$ cat src/rtl/dm_access_unit.sv
// Data-memory access unit: turns M-stage load/store requests into single bus
// transactions with byte lanes, extends load results, checks alignment and
// bounds each bus access with a timeout that raises a bus-error exception.
module dm_access_unit #(
    parameter int TIMEOUT = 15
) (
    input  logic        clk,
    input  logic        reset,
    input  logic        req_valid,
    input  logic        req_we,
    input  logic [1:0]  req_size,
    input  logic        req_unsigned,
    input  logic [31:0] req_addr,
    input  logic [31:0] req_wdata,
    output logic        req_ready,
    output logic        stall,
    output logic        resp_valid,
    output logic [31:0] resp_rdata,
    output logic        exc_valid,
    output logic [4:0]  exc_code,
    output logic        bus_req,
    output logic        bus_we,
    output logic [31:0] bus_addr,
    output logic [3:0]  bus_be,
    output logic [31:0] bus_wdata,
    input  logic        bus_ack,
    input  logic [31:0] bus_rdata
);

    // Counter only has to reach TIMEOUT-1, so clog2(TIMEOUT) bits suffice.
    localparam int CNT_W = (TIMEOUT > 1) ? $clog2(TIMEOUT) : 1;
    localparam logic [CNT_W-1:0] CNT_LAST = CNT_W'(TIMEOUT - 1);

    localparam logic [4:0] EXC_NONE = 5'd0;
    localparam logic [4:0] EXC_ADEL = 5'd4;
    localparam logic [4:0] EXC_ADES = 5'd5;
    localparam logic [4:0] EXC_DBE  = 5'd7;

    localparam logic [1:0] SZ_BYTE = 2'b00;
    localparam logic [1:0] SZ_HALF = 2'b01;
    localparam logic [1:0] SZ_WORD = 2'b10;
    localparam logic [1:0] SZ_ILL  = 2'b11;

    typedef enum logic [1:0] {
        S_IDLE = 2'd0,
        S_BUSY = 2'd1,
        S_DONE = 2'd2
    } state_e;

    state_e           state_q, state_d;
    logic [CNT_W-1:0] cnt_q, cnt_d;
    logic             resp_valid_q, resp_valid_d;
    logic [31:0]      resp_rdata_q, resp_rdata_d;
    logic             exc_valid_q, exc_valid_d;
    logic [4:0]       exc_code_q, exc_code_d;
    logic             bus_req_q, bus_req_d;
    logic             bus_we_q, bus_we_d;
    logic [31:0]      bus_addr_q, bus_addr_d;
    logic [3:0]       bus_be_q, bus_be_d;
    logic [31:0]      bus_wdata_q, bus_wdata_d;
    // Request attributes needed only to shape the load result.
    logic [1:0]       size_q, size_d;
    logic             uns_q, uns_d;
    logic [1:0]       off_q, off_d;

    logic             misalign;

    // Byte enables for a store of the given size at byte offset off.
    function automatic logic [3:0] store_be(input logic [1:0] size, input logic [1:0] off);
        logic [3:0] be;
        case (size)
            SZ_BYTE: be = 4'b0001 << off;
            SZ_HALF: be = off[1] ? 4'b1100 : 4'b0011;
            default: be = 4'b1111;
        endcase
        return be;
    endfunction

    // Replicate the significant low bits of the store value across all lanes.
    function automatic logic [31:0] store_data(input logic [1:0] size, input logic [31:0] wdata);
        logic [31:0] d;
        case (size)
            SZ_BYTE: d = {4{wdata[7:0]}};
            SZ_HALF: d = {2{wdata[15:0]}};
            default: d = wdata;
        endcase
        return d;
    endfunction

    // Pick the addressed lane out of the bus word and sign/zero-extend it.
    function automatic logic [31:0] load_extract(input logic [31:0] rdata, input logic [1:0] size,
                                                 input logic [1:0] off, input logic uns);
        logic [7:0]  b;
        logic [15:0] h;
        logic [31:0] r;
        b = rdata[{off, 3'b000} +: 8];
        h = off[1] ? rdata[31:16] : rdata[15:0];
        case (size)
            SZ_BYTE: r = uns ? {24'b0, b} : {{24{b[7]}}, b};
            SZ_HALF: r = uns ? {16'b0, h} : {{16{h[15]}}, h};
            default: r = rdata;
        endcase
        return r;
    endfunction

    assign misalign = (req_size == SZ_ILL)
                    | ((req_size == SZ_HALF) & req_addr[0])
                    | ((req_size == SZ_WORD) & (req_addr[1:0] != 2'b00));

    assign req_ready  = (state_q == S_IDLE);
    assign stall      = (state_q == S_BUSY) | ((state_q == S_IDLE) & req_valid);
    assign resp_valid = resp_valid_q;
    assign resp_rdata = resp_rdata_q;
    assign exc_valid  = exc_valid_q;
    assign exc_code   = exc_code_q;
    assign bus_req    = bus_req_q;
    assign bus_we     = bus_we_q;
    assign bus_addr   = bus_addr_q;
    assign bus_be     = bus_be_q;
    assign bus_wdata  = bus_wdata_q;

    // Next-state and registered-output logic of the IDLE/BUSY/DONE sequencer.
    always_comb begin
        state_d      = state_q;
        cnt_d        = cnt_q;
        resp_valid_d = 1'b0;
        resp_rdata_d = resp_rdata_q;
        exc_valid_d  = 1'b0;
        exc_code_d   = EXC_NONE;
        bus_req_d    = bus_req_q;
        bus_we_d     = bus_we_q;
        bus_addr_d   = bus_addr_q;
        bus_be_d     = bus_be_q;
        bus_wdata_d  = bus_wdata_q;
        size_d       = size_q;
        uns_d        = uns_q;
        off_d        = off_q;

        case (state_q)
            S_IDLE: begin
                if (req_valid) begin
                    if (misalign) begin
                        // Address error: report immediately, never touch the bus.
                        state_d      = S_DONE;
                        resp_valid_d = 1'b1;
                        resp_rdata_d = 32'd0;
                        exc_valid_d  = 1'b1;
                        exc_code_d   = req_we ? EXC_ADES : EXC_ADEL;
                    end else begin
                        state_d     = S_BUSY;
                        cnt_d       = '0;
                        bus_req_d   = 1'b1;
                        bus_we_d    = req_we;
                        bus_addr_d  = {req_addr[31:2], 2'b00};
                        bus_be_d    = req_we ? store_be(req_size, req_addr[1:0]) : 4'b1111;
                        bus_wdata_d = req_we ? store_data(req_size, req_wdata) : 32'd0;
                        size_d      = req_size;
                        uns_d       = req_unsigned;
                        off_d       = req_addr[1:0];
                    end
                end
            end
            S_BUSY: begin
                cnt_d = cnt_q + 1'b1;
                // An ack on the final timeout cycle takes priority over the timeout.
                if (bus_ack) begin
                    state_d      = S_DONE;
                    bus_req_d    = 1'b0;
                    resp_valid_d = 1'b1;
                    resp_rdata_d = bus_we_q ? 32'd0 : load_extract(bus_rdata, size_q, off_q, uns_q);
                end else if (cnt_q == CNT_LAST) begin
                    state_d      = S_DONE;
                    bus_req_d    = 1'b0;
                    resp_valid_d = 1'b1;
                    resp_rdata_d = 32'd0;
                    exc_valid_d  = 1'b1;
                    exc_code_d   = EXC_DBE;
                end
            end
            S_DONE: begin
                state_d = S_IDLE;
            end
            default: begin
                state_d = S_IDLE;
            end
        endcase
    end

    // Control state and every externally visible register, cleared asynchronously.
    always_ff @(posedge clk or posedge reset) begin
        if (reset) begin
            state_q      <= S_IDLE;
            cnt_q        <= '0;
            resp_valid_q <= 1'b0;
            resp_rdata_q <= 32'd0;
            exc_valid_q  <= 1'b0;
            exc_code_q   <= EXC_NONE;
            bus_req_q    <= 1'b0;
            bus_we_q     <= 1'b0;
            bus_addr_q   <= 32'd0;
            bus_be_q     <= 4'd0;
            bus_wdata_q  <= 32'd0;
        end else begin
            state_q      <= state_d;
            cnt_q        <= cnt_d;
            resp_valid_q <= resp_valid_d;
            resp_rdata_q <= resp_rdata_d;
            exc_valid_q  <= exc_valid_d;
            exc_code_q   <= exc_code_d;
            bus_req_q    <= bus_req_d;
            bus_we_q     <= bus_we_d;
            bus_addr_q   <= bus_addr_d;
            bus_be_q     <= bus_be_d;
            bus_wdata_q  <= bus_wdata_d;
        end
    end

    // Latched load-shaping attributes; only meaningful while an access is in flight.
    always_ff @(posedge clk) begin
        size_q <= size_d;
        uns_q  <= uns_d;
        off_q  <= off_d;
    end

endmodule
$ cat config.mk
export PLATFORM = sky130hd
export DESIGN_NAME = dm_access_unit
export DESIGN_NICKNAME = d
export VERILOG_FILES = /design/src/rtl/dm_access_unit.sv
export SDC_FILE = /design/constraint.sdc
export NUM_CORES = 1
export LEC_CHECK = 0
export CORE_MARGIN = 5
export CORE_UTILIZATION = 40
export DETAILED_ROUTE_END_ITERATION = 10
export GPL_ROUTABILITY_DRIVEN = 0
export MAX_ROUTING_LAYER = met4
export PLACE_DENSITY_LB_ADDON = 0.15
export SKIP_CTS_REPAIR_TIMING = 1
export SLEW_MARGIN = 20
export SYNTH_ARGS = -nofsm -noshare
export SYNTH_HDL_FRONTEND = slang
export SYNTH_SLANG_ARGS = --single-unit
$ cat constraint.sdc
create_clock -name clk -period 2.94 [get_ports clk]
set_input_delay 0.294 -clock clk [delete_from_list [all_inputs] [get_ports clk]]
set_output_delay 0.294 -clock clk [all_outputs]
set_load 0.005 [all_outputs]
==> reports/qor.txt <==
Final antenna diode count: 0
HP Class: primary input to asynchronous set/reset pin
DRT iter0 DRCs: 226
CTS clk-pin slew, worst paths: 0.05 ns
Die span in x: 126 um
Count of pins over their slew limit: 0
Synthesized area: 5390 sq um
Crit-path max FO: 34
Sinks on the clock net: 115
R2r endpoint: resp_rdata[25]
Clk_skew: 0.00742 ns
YS warnings: 0
Setup Crit Path Kind: flip-flop to flip-flop
Vias in the first global route: 4,966
Nets: 800
Synthesized instance count: 489
Crit path DAT: 2.45 ns
Antenna violations before repair: 0
Die height: 126 um
Root Buffer: clkbuf_16
I/O pin total: 215
Wire length per cell: 17.7 um
Final worst path period need: 2.11 ns
Setup TNS: 0 ns
Req. time, crit path: 3.28 ns
Clock buffer count from CTS: 17
Starting Density: 40.7%
R2R Path Start: cnt_q[0]
Hpwl dp: 11.6 mm
RSZ-0062 raised after global routing: no
Vias/cell: 5.16
DRT Pass-1 Iters: 4
Antenna viol nets, final: 0
Synth unique cells: 43
Leakage: 3.57 nW
Max cap viols: 0
Worst-Skew Late Latency: 0.41 ns
Period utilization: 71.8%
All-Layer GR Usage: 20.4%
Largest net degree at the start of global routing: 71
Peak supply drop: 0.431 mV
Non-filler instance count after layout: 883
Most frequent cells in the layout: 210 x clkdlybuf4s50_1, 110 x dfrtp_1, 80 x nand2_1
Hold Violations, Final: 0
Final setup fails: 0
Vias: 4,553
Fill count: 1,098
Area growth syn-to-layout: 52.6%
Reg2Reg Depth: 7
Internal reg-to-reg setup slack: 0.83 ns
Max Clk Rate: 474 MHz
Core Area: 13,200 sq um
Post-Route WL: 15.6 mm
DRC viols: 0
Grt ovf: 0
Row cnt: 42
CTS max path bufs: 2
Total Power: 6.69 mW
Run status: finished clean
First-pass GRT wire length: 25.2 mm
CP Capture Type: flip-flop
H-tree depth: 4
Worst-margin pin slew: 0.679 ns
Layout cells sized above 1: 15.6%
Headroom to the max-slew limit: 54.6%
Synthesis-stage register bit count: 115
Placed insts: 851
Sequential share of the synthesized area: 53.9%
Startpoint Class: flip-flop
Most common cell after layout, fill and taps aside: clkdlybuf4s50_1
IO buf count: 210
Mapped Avg Cell Area: 11.0 sq um
TritonCTS clock tree: done
PD cells: 813 nW/um^2
Die area: 15,900 sq um
-- critical path: stages, from the launching register on --
cell and delay, ns:
dfrtp_1 0.41, inv_1 0.07, ha_1 0.20, nand3_1 0.14, or3b_2 0.51, o311ai_4 0.10, buf_4 0.38, a221o_1 0.22
-- cell families (layout without fill, tap and decap cells) --
kind of cell             Yosys count  after routing  share of synthesized area, %
other                              1              4                        0.0696
multiplexers                      72             72                          14.5
AND/OR/NAND/NOR                  120            120                          9.61
AO/OA/AOI/OAI                    122            122                          16.6
adder cells (fa/ha/maj)            2              2                         0.464
flip-flops                       115            115                          53.9
buffers and inverters             57            272                          4.90
-- through the flow --
| step | setup slack (ns) | hold slack [ns] | cell area, sq um | utilization [%] |
|---|---|---|---|---|
| 2_1_floorplan | 1.02 | 0.389 | 5400 | - |
| 3_3_place_gp | 0.680 | 0.463 | 7660 | 57.9 |
| 3_5_place_dp | 0.553 | 0.469 | 7660 | 57.9 |
| 4_1_cts | 0.827 | 0.207 | 8220 | 62.1 |
| 5_1_grt | 0.734 | 0.226 | 8220 | 62.1 |
| 6_report | 0.830 | 0.204 | 8220 | 62.1 |
-- synthesized netlist by cell type --
cell type    n  area [sq um]
a2111oi_4    1          27.5
a211oi_1     7          52.6
a21o_1       2          15.0
a21oi_1     13          65.1
a221o_1      6          60.1
a221o_2     10           113
a221oi_1     1          8.76
a22o_1      10          87.6
a2bb2oi_1    1          8.76
a31o_2       1          8.76
a32oi_2      1          16.3
a41o_1       1          10.0
and4b_1      1          10.0
buf_1        1          3.75
buf_2        7          35.0
buf_4        5          37.5
buf_6        3          33.8
clkbuf_1    25          93.8
clkinv_1     1          3.75
conb_1       1          3.75
dfrtp_1    110          2750
edfxtp_1     5           150
ha_1         2          25.0
inv_1       15          56.3
mux2_2      50           563
mux2i_1     22           220
nand2_1     80           300
nand2b_1     2          12.5
nand2b_4     1          13.8
nand3_1      2          10.0
nor2_1      15          56.3
nor2b_1      3          18.8
nor3_1      11          55.1
nor3b_1      2          15.0
o211ai_1     1          7.51
o21ai_0     49           245
o21ba_2      2          20.0
o221ai_1     7          61.3
o2bb2ai_1    7          61.3
o311ai_2     1          16.3
o31ai_1      1          7.51
or3b_1       1          8.76
or3b_2       2          17.5
-- report_power, final --
| part | internal (mW) | leakage (nW) | switching, mW |
|---|---|---|---|
| registers | 2.14 | 1.46 | 0.347 |
| clock network | 1.27 | 0.278 | 0.670 |
| logic | 1.45 | 1.83 | 0.813 |
-- per-layer routing --
metal | global-route usage (%) | vias up | routed length, um
met3 | 6.35 | 22 | 1160
met5 | - | - | 0
met2 | 33.1 | 165 | 7720
li1 | - | 2150 | -
met4 | 7.26 | 0 | 305
met1 | 24.1 | 2216 | 6410
-- layout make-up --
class	count	area (sq um)	share of cell area (%)
clock buffer	28	517	6.28
sequential	115	2900	35.3
timing repair buffer	224	2230	27.1
tap	176	220	2.68
multi-input combinational	320	2240	27.3
inverter	16	63.8	0.776
clock inverter	4	45.0	0.548
-- sequential cells by signal, indices dropped and copies added, names as in the netlist --
signal and count:
state_q 2, bus_we 1, size_q 2, exc_code 3, bus_req 1, cnt_q 4, bus_wdata 32, resp_valid 1
bus_be 4, bus_addr 30, resp_rdata 32, off_q 2, uns_q 1
-- worst max-delay path by stage --
stage | startpoint | to | slack [ns] | cells past startpoint
2_1_floorplan | state_q[1] | resp_rdata[16] | 1.02 | 7
3_3_place_gp | req_addr[0] | bus_addr[3] | 0.68 | 5
6_report | cnt_q[0] | resp_rdata[25] | 0.83 | 7
3_5_place_dp | req_addr[0] | bus_addr[29] | 0.55 | 5
5_1_grt | cnt_q[0] | resp_rdata[18] | 0.73 | 7
4_1_cts | cnt_q[0] | resp_rdata[25] | 0.83 | 7
Note: power is estimated with default switching activity, not from simulation.
